==> src/rtl/low_contrast_reject.sv <==
// low_contrast_reject: rejects low-contrast and singular-Hessian keypoint
// candidates. Survivors are queued in a first-word-fall-through FIFO that the
// descriptor stage drains through a valid/ready handshake.
// Optional feature: define LCR_STATS_EN to build the kept/rejected counters.
// Without it, ocnt_kept and ocnt_rejected are tied to zero.
module low_contrast_reject #(
  parameter int unsigned COORD_W    = 10,
  parameter int unsigned THR_SQ     = 58,
  parameter int unsigned FIFO_DEPTH = 16
) (
  input  logic                            iclk,
  input  logic                            irst_n,
  input  logic                            ivalid,
  input  logic signed [31:0]              ileft_value,
  input  logic signed [31:0]              iright_value,
  input  logic                            iedge_pass,
  input  logic [COORD_W-1:0]              ix,
  input  logic [COORD_W-1:0]              iy,
  output logic                            okp_valid,
  input  logic                            ikp_ready,
  output logic [COORD_W-1:0]              okp_x,
  output logic [COORD_W-1:0]              okp_y,
  output logic [$clog2(FIFO_DEPTH):0]     ofifo_count,
  output logic                            ooverflow,
  input  logic                            iclr_ovf,
  output logic [15:0]                     ocnt_kept,
  output logic [15:0]                     ocnt_rejected
);

  localparam int unsigned AW = $clog2(FIFO_DEPTH);
  localparam int unsigned CW = AW + 1;
  localparam int unsigned DW = 2 * COORD_W;

  // ---------------------------------------------------------------------------
  // Stage 1: widen both sides of the contrast inequality to 64 bit and
  // capture the sign flags used to reject degenerate candidates.
  // ---------------------------------------------------------------------------
  logic                      s1_valid_q, s1_valid_d;
  logic                      s1_edge_q,  s1_edge_d;
  logic                      s1_neg_q,   s1_neg_d;
  logic                      s1_lneg_q,  s1_lneg_d;
  logic signed [63:0]        s1_prod_q,  s1_prod_d;
  logic signed [63:0]        s1_thr_q,   s1_thr_d;
  logic [COORD_W-1:0]        s1_x_q,     s1_x_d;
  logic [COORD_W-1:0]        s1_y_q,     s1_y_d;

  // Stage-1 next values: sign-extended products and rejection flags.
  always_comb begin
    s1_valid_d = ivalid;
    s1_edge_d  = iedge_pass;
    s1_neg_d   = (iright_value <= 32'sd0);
    s1_lneg_d  = (ileft_value < 32'sd0);
    s1_prod_d  = $signed({{32{ileft_value[31]}}, ileft_value});
    s1_thr_d   = $signed({{32{iright_value[31]}}, iright_value}) * $signed(64'(THR_SQ));
    s1_x_d     = ix;
    s1_y_d     = iy;
  end

  // Stage-1 pipeline register.
  always_ff @(posedge iclk or negedge irst_n) begin
    if (!irst_n) begin
      s1_valid_q <= 1'b0;
      s1_edge_q  <= 1'b0;
      s1_neg_q   <= 1'b0;
      s1_lneg_q  <= 1'b0;
      s1_prod_q  <= '0;
      s1_thr_q   <= '0;
      s1_x_q     <= '0;
      s1_y_q     <= '0;
    end else begin
      s1_valid_q <= s1_valid_d;
      s1_edge_q  <= s1_edge_d;
      s1_neg_q   <= s1_neg_d;
      s1_lneg_q  <= s1_lneg_d;
      s1_prod_q  <= s1_prod_d;
      s1_thr_q   <= s1_thr_d;
      s1_x_q     <= s1_x_d;
      s1_y_q     <= s1_y_d;
    end
  end

  // ---------------------------------------------------------------------------
  // Stage 2: keep decision. Equality with the threshold rejects.
  // ---------------------------------------------------------------------------
  logic keep;

  // Strict signed compare plus validity, edge and sign gating.
  always_comb begin
    keep = s1_valid_q & s1_edge_q & ~s1_neg_q & ~s1_lneg_q & (s1_prod_q > s1_thr_q);
  end

  // ---------------------------------------------------------------------------
  // Keypoint FIFO: storage array followed by a registered head slot. The head
  // slot gives the one-cycle write-to-visible delay (no bypass) and keeps
  // okp_x/okp_y stable while the consumer stalls. ofifo_count covers both the
  // array and the head slot, so capacity is FIFO_DEPTH entries in total.
  // ---------------------------------------------------------------------------
  logic [DW-1:0]  mem_q [FIFO_DEPTH];
  logic [AW-1:0]  wptr_q,    wptr_d;
  logic [AW-1:0]  rptr_q,    rptr_d;
  logic [CW-1:0]  mem_cnt_q, mem_cnt_d;
  logic [CW-1:0]  count_q,   count_d;
  logic           head_vld_q, head_vld_d;
  logic [COORD_W-1:0] head_x_q, head_x_d;
  logic [COORD_W-1:0] head_y_q, head_y_d;
  logic           ovf_q,     ovf_d;

  logic           pop;
  logic           full;
  logic           push;
  logic           drop;
  logic           load;
  logic [DW-1:0]  rd_data;

  // FIFO control: pointer/count bookkeeping, head reload and sticky overflow.
  always_comb begin
    pop        = head_vld_q & ikp_ready;
    full       = (count_q == CW'(FIFO_DEPTH));
    push       = keep & (~full | pop);
    drop       = keep & full & ~pop;
    load       = (mem_cnt_q != '0) & (~head_vld_q | pop);
    rd_data    = mem_q[rptr_q];

    wptr_d     = wptr_q + AW'(push);
    rptr_d     = rptr_q + AW'(load);
    mem_cnt_d  = mem_cnt_q + CW'(push) - CW'(load);
    count_d    = count_q + CW'(push) - CW'(pop);

    head_vld_d = head_vld_q;
    head_x_d   = head_x_q;
    head_y_d   = head_y_q;
    if (load) begin
      head_vld_d = 1'b1;
      head_x_d   = rd_data[DW-1:COORD_W];
      head_y_d   = rd_data[COORD_W-1:0];
    end else if (pop) begin
      head_vld_d = 1'b0;
    end

    // A drop in the same cycle as the clear leaves the flag set.
    ovf_d = drop | (ovf_q & ~iclr_ovf);
  end

  // FIFO state register.
  always_ff @(posedge iclk or negedge irst_n) begin
    if (!irst_n) begin
      wptr_q     <= '0;
      rptr_q     <= '0;
      mem_cnt_q  <= '0;
      count_q    <= '0;
      head_vld_q <= 1'b0;
      head_x_q   <= '0;
      head_y_q   <= '0;
      ovf_q      <= 1'b0;
    end else begin
      wptr_q     <= wptr_d;
      rptr_q     <= rptr_d;
      mem_cnt_q  <= mem_cnt_d;
      count_q    <= count_d;
      head_vld_q <= head_vld_d;
      head_x_q   <= head_x_d;
      head_y_q   <= head_y_d;
      ovf_q      <= ovf_d;
    end
  end

  // Storage array write port; contents are don't-care until counted valid.
  always_ff @(posedge iclk) begin
    if (push) begin
      mem_q[wptr_q] <= {s1_x_q, s1_y_q};
    end
  end

  assign okp_valid   = head_vld_q;
  assign okp_x       = head_x_q;
  assign okp_y       = head_y_q;
  assign ofifo_count = count_q;
  assign ooverflow   = ovf_q;

  // ---------------------------------------------------------------------------
  // Optional statistics counters.
  // ---------------------------------------------------------------------------
`ifdef LCR_STATS_EN
  logic [15:0] cnt_kept_q, cnt_kept_d;
  logic [15:0] cnt_rej_q,  cnt_rej_d;
  logic        reject;

  // Saturating kept/rejected counters; iclr_ovf clears both.
  always_comb begin
    reject     = s1_valid_q & ~keep;
    cnt_kept_d = cnt_kept_q;
    cnt_rej_d  = cnt_rej_q;
    if (iclr_ovf) begin
      cnt_kept_d = '0;
      cnt_rej_d  = '0;
    end else begin
      if (keep && (cnt_kept_q != '1)) cnt_kept_d = cnt_kept_q + 16'd1;
      if (reject && (cnt_rej_q != '1)) cnt_rej_d = cnt_rej_q + 16'd1;
    end
  end

  // Counter registers.
  always_ff @(posedge iclk or negedge irst_n) begin
    if (!irst_n) begin
      cnt_kept_q <= '0;
      cnt_rej_q  <= '0;
    end else begin
      cnt_kept_q <= cnt_kept_d;
      cnt_rej_q  <= cnt_rej_d;
    end
  end

  assign ocnt_kept     = cnt_kept_q;
  assign ocnt_rejected = cnt_rej_q;
`else
  assign ocnt_kept     = '0;
  assign ocnt_rejected = '0;
`endif

endmodule

==> config.mk <==
export PLATFORM = sky130hd
export DESIGN_NAME = low_contrast_reject
export DESIGN_NICKNAME = d
export VERILOG_FILES = /design/src/rtl/low_contrast_reject.sv
export SDC_FILE = /design/constraint.sdc
export NUM_CORES = 1
export LEC_CHECK = 0
export BUFFER_PORTS_ARGS = -buffer_cell sky130_fd_sc_hd__buf_2
export CELL_PAD_IN_SITES_DETAIL_PLACEMENT = 0
export CELL_PAD_IN_SITES_GLOBAL_PLACEMENT = 2
export CORE_ASPECT_RATIO = 1.75
export CORE_UTILIZATION = 45
export DETAILED_ROUTE_END_ITERATION = 8
export PLACE_DENSITY_LB_ADDON = 0.1
export SLEW_MARGIN = 20
export SYNTH_ARGS = -nofsm -noshare
export SYNTH_HDL_FRONTEND = slang
export SYNTH_SLANG_ARGS = --single-unit
==> constraint.sdc <==
create_clock -name iclk -period 7.85 [get_ports iclk]
set_clock_uncertainty 0.2 [all_clocks]
set_input_delay 0.3925 -clock iclk [delete_from_list [all_inputs] [get_ports iclk]]
set_output_delay 0.3925 -clock iclk [all_outputs]
set_load 0.02 [all_outputs]
Yosys cells after proc, flatten, opt, wreduce, memory -nomap -nowiden --
Memory sizes are Yosys's and may differ from the RTL's. A register that Yosys moved wholly into a read port is not among the register bits. Cells that the tools add are included.
Word-level totals: register bits 139, bits in writable memories 320, input bits 90, word-level logic and storage cells 52, memories 1
Memory list:
- mem_q | words 16, bits a word 20, rd ports 1, clocked after memory_dff 1, wr ports 1, RTL line 98 | logic [DW-1:0] mem_q [FIFO_DEPTH];
Cells by class: $add $sub $neg 6, multipliers 1, $lt $le $gt $ge 3, equal/unequal tests 1, multiplexer cells 4, bitwise gates (word level) 19, reductions and logical operators 3
Operator list (number):
- 32-bit by 64-bit > comparator with 1-bit output | 1
- 32-bit by 6-bit multiplier with 38-bit output, second input constant | 1
- 32-bit by 1-bit <= comparator with 1-bit output, second input constant | 1
- 32-bit by 1-bit < comparator with 1-bit output, second input constant | 1
- 5-bit by 1-bit adder with 5-bit output | 2
- 1-bit AND | 10
- 5-bit by 1-bit subtractor with 5-bit output | 2
- 4-bit by 1-bit adder with 4-bit output | 2
- 1-bit inverter | 6
- 5-bit == test, second input constant | 1
- 5-bit nonzero test | 1
- 1-bit 2-to-1 mux | 4
- 1-bit bitwise OR | 3
- 2-bit nonzero test | 1
- 1-bit logical NOT | 1

Depth between registers and ports, before layout --
word-level depth 7, mapped depth 20, depth with buffers taken out 19

Worst setup path before layout --
No wires, ideal clock.
path type register to register, start point register s1_lneg_q, end point memory mem_q[0][0] (netlist bit) (enable), arrival time 3.974 ns, data required time 7.195 ns, setup slack 3.220 ns, stages on the path, launching flop included 10, buffers on the path 0, clock period less this slack 4.630 ns, path through dfrtp_1 ha_1 and4_1 nand4_1 nor3_1 and2_1 o21ai_0 nand3_1 nand3_2 nor4b_1
On the way: longest elaborated chain between the ends 6
Ends and longest elaborated chain:
- from (decl) | RTL line 41 | logic s1_lneg_q, s1_lneg_d;
- from (signal assigned) | RTL line 74 | s1_lneg_q <= s1_lneg_d;
- 1-bit inverter | RTL line 89 | keep = s1_valid_q & s1_edge_q & ~s1_neg_q & ~s1_lneg_q & (s1_prod_q > s1_thr_q);
- 1-bit AND (2 in series) | RTL line 89
- 1-bit AND | RTL line 119 | push = keep & (~full | pop);
- 1-bit 2-to-1 mux | RTL line 169 | if (push) begin
- 1-bit 2-to-1 mux (not written as such) | RTL line 170 | mem_q[wptr_q] <= {s1_x_q, s1_y_q};
- to (decl) | RTL line 98
No other way between the ends.

Worst setup path after layout --
start point input iright_value[2], end point register s1_thr_q[33]
On the way: longest elaborated chain between the ends 1
Ends and longest elaborated chain:
- from (decl) | RTL line 15 | input logic signed [31:0] iright_value,
- 32-bit by 6-bit multiplier with 38-bit output | RTL line 54 | s1_thr_d = $signed({{32{iright_value[31]}}, iright_value}) * $signed(64'(THR_SQ));
- net s1_thr_d[33] | RTL line 43 | logic signed [63:0] s1_thr_q, s1_thr_d;
- to (signal assigned) | RTL line 76 | s1_thr_q <= s1_thr_d;
- to (decl) | RTL line 43
The timed path passes the listed nets, and every way through them passes these cells. A chain may end at the register's enable or synchronous reset.

==> reports/metrics.csv <==
metric;value;unit
DRT iter0 DRCs;521;
number of placement rows;107;
Max Cap Viol;0;
Inserted Clock Buffers;40;
port bufs;116;
leak pwr;10.6;nW
antenna violations before repair;0;
Final Cycle Share;58.8;%
Root Buffer;clkbuf_16;
remaining global-route overflow;0;
HP Class;input pin to asynchronous set/reset pin;
CP Launch Point;iright_value[2];
nets;1984;
post-synth top area share;43.4;%
Max IR drop VDD;0.000139;V
Top Ports;149;
Power Internal;5.15;mW
sequential share of power;40.2;%
post-synthesis instance total;1448;
die area;50200;µm²
RR Startpoint;s1_lneg_q;
Tmin final;4.62;ns
Antenna Cells;0;
Post-DRT Antenna Nets;0;
Clk pwr share;25.1;%
CTS tree;yes;
# fillers;4112;
drc violations;0;
Total GRT Usage;19.4;%
vias in the first global route;12800;
Mapped Area;22200;µm²
Clock Latency Late Sink;0.54;ns
switching pwr;2.40;mW
Max Fclk;217;MHz
layout cells sized above 1;21.1;%
top_reg_cell synth;edfxtp_1;
Area Overhead vs Synth;15.2;%
Placer Congestion;0.767;
number of setup buffers added after CTS;0;
Syn Area/Cell;15.3;µm²
Slew @ Worst Pin;0.914;ns
largest net degree at the start of global routing;69;
CTS hold repair buffers;61;
final setup violating endpoints;0;
hold_ws;0.237;ns
crit-path max FO;6;
Max transition margin;38.7;%
warnings from Yosys;0;
status;finished, final reports clean;
Yosys reg bits;453;
pwr/cell area;296;nW/µm²
FF-to-FF path depth;10;
vias after detailed routing;11700;
WL/cell;19.6;µm
sw frac;31.8;%
Post-CTS Resized;0;
Die Width;170;µm
CTS max path bufs;3;
Worst EP arrival;4.85;ns
sequential cell area;12900;µm²
Commonest cells post-synth;320 x edfxtp_1, 249 x inv_1, 168 x ha_1, 133 x dfrtp_1, 100 x mux4_2;
largest area contributor in the synthesized netlist;edfxtp_1;
Seq/Total Area, Yosys;58.4;%
H-tree Lvls;2;
Die Y;296;µm
first-pass GRT wire length;72200;µm
final hold violations;0;
area of the multi-input gates;8120;µm²
clock-pin transition on the worst setup and hold timing paths;0.06;ns
Yosys cell types;57;
post-DP HPWL;32100;µm
WS Path Type;input pin to register;
Area contributors post-synth;edfxtp_1 43%, dfrtp_1 15%, mux4_2 10%;
combinational share of power;34.7;%
drt via density;4.99;
number of enable flip-flop cells after synthesis;320;
Post-Route WL;46100;µm
Core Footprint;48600;µm²
Setup TNS;0;ns
share of synthesized registers carrying an async set or reset;29.4;%
initial core utilization;45.6;%
RSZ-0062 raised after global routing;false;
crit start category;input pin;
crit path capture type;register;
most common cell in the netlist;edfxtp_1;
Sink Count;453;
drt pass-1 iters;4;
CP required;8.09;ns
Final Slew Violations;0;
==> layer usage <==
layer  track usage (%)  up-vias  part of all wire, %
li1                  -     5554                    -
met3              2.18       54                  2.9
met5                 0        -                    0
met1              20.4     5921                   36
met4              5.16        0                  1.9
met2              39.7      197                   59
==> power by group through the flow <==
stage	combinational (mW)	sequential, mW	clock, mW
after detailed placement	2.65	3.10	0
after global placement	2.62	3.10	0
final	2.62	3.04	1.89
after floorplan	2.03	3.03	0
after global routing	2.95	3.08	2.04
after CTS	2.69	3.05	1.95
==> cell type report <==
type	count	share of cell area, %
sequential	453	50.7
clock inverter	17	0.407
tap	654	3.21
multi-input combinational	713	31.8
timing repair buffer	205	5.57
inverter	249	3.66
clock buffer	57	4.60
==> registers in the layout, summed over array words and instances (netlist names), 4 cells and up <==
register and count:
s1_y_q 10, okp_x 10, ofifo_count 5, okp_y 10
s1_prod_q 31, wptr_q 4, s1_thr_q 38, s1_x_q 10
rptr_q 4, mem_q 320, mem_cnt_q 5
==> critical path, stage by stage <==
cell and delay, ns:
dlygate4sd3_1 0.52, buf_2 0.16, inv_1 0.06, ha_1 0.27
inv_1 0.05, fa_1 0.51, fa_1 0.54, inv_1 0.04
ha_1 0.34, nor2b_1 0.16, o2111ai_1 0.24, a21oi_1 0.15
o21ai_1 0.27, a21oi_2 0.18, o211ai_1 0.58, a21oi_1 0.16
a211oi_1 0.22
==> path summary, 6_finish.rpt <==
check	to	slack, ns
worst min-delay path	s1_x_q[9]	0.24
worst max-delay path	s1_thr_q[33]	3.23
worst min register to register	okp_y[9]	0.30
min in group iclk	s1_thr_q[4]	0.24
max in group asynchronous	s1_prod_q[30]	5.93
worst max register to register	mem_q[12][0]	3.26
==> kinds of logic (layout without fill, tap and decap cells) <==
| kind of cell | after synthesis | in the layout | share of synthesized area (%) |
|---|---|---|---|
| xor+xnor | 37 | 37 | 1.46 |
| compound gates | 138 | 138 | 4.05 |
| flops | 453 | 453 | 58.4 |
| mux | 122 | 122 | 11.3 |
| buf+inv | 313 | 528 | 5.93 |
| fa+ha+maj | 232 | 232 | 15.3 |
| simple gates | 152 | 152 | 3.61 |
| other cells | 1 | 32 | 0.0169 |
==> placed cells by master, fill, tap and decap left out, types with 11 or more instances in the layout <==
cell type	instances
mux4_2	100
dlygate4sd3_1	61
ha_1	168
fa_1	64
o21ai_0	25
a21oi_1	41
clkbuf_16	43
conb_1	32
clkinv_2	11
inv_1	249
edfxtp_1	320
nor2_1	30
xor2_1	15
mux2_2	20
dfrtp_1	131
buf_4	27
nand4_1	16
buf_2	115
xnor2_1	22
a21o_1	29
nand2_1	28
==> through the flow <==
step	std cells	power [mW]	util (%)	setup WS, ns	cell area, µm²
after floorplan	1479	5.06	-	3.22	22300
after global placement	2212	5.72	48.6	3.09	23600
after detailed placement	2213	5.75	48.6	3.06	23600
after CTS	2348	7.69	52.5	3.12	25500
after global routing	2348	8.07	52.5	2.97	25500
final	2348	7.55	52.5	3.23	25500
Note: power is estimated with default switching activity, not from simulation.
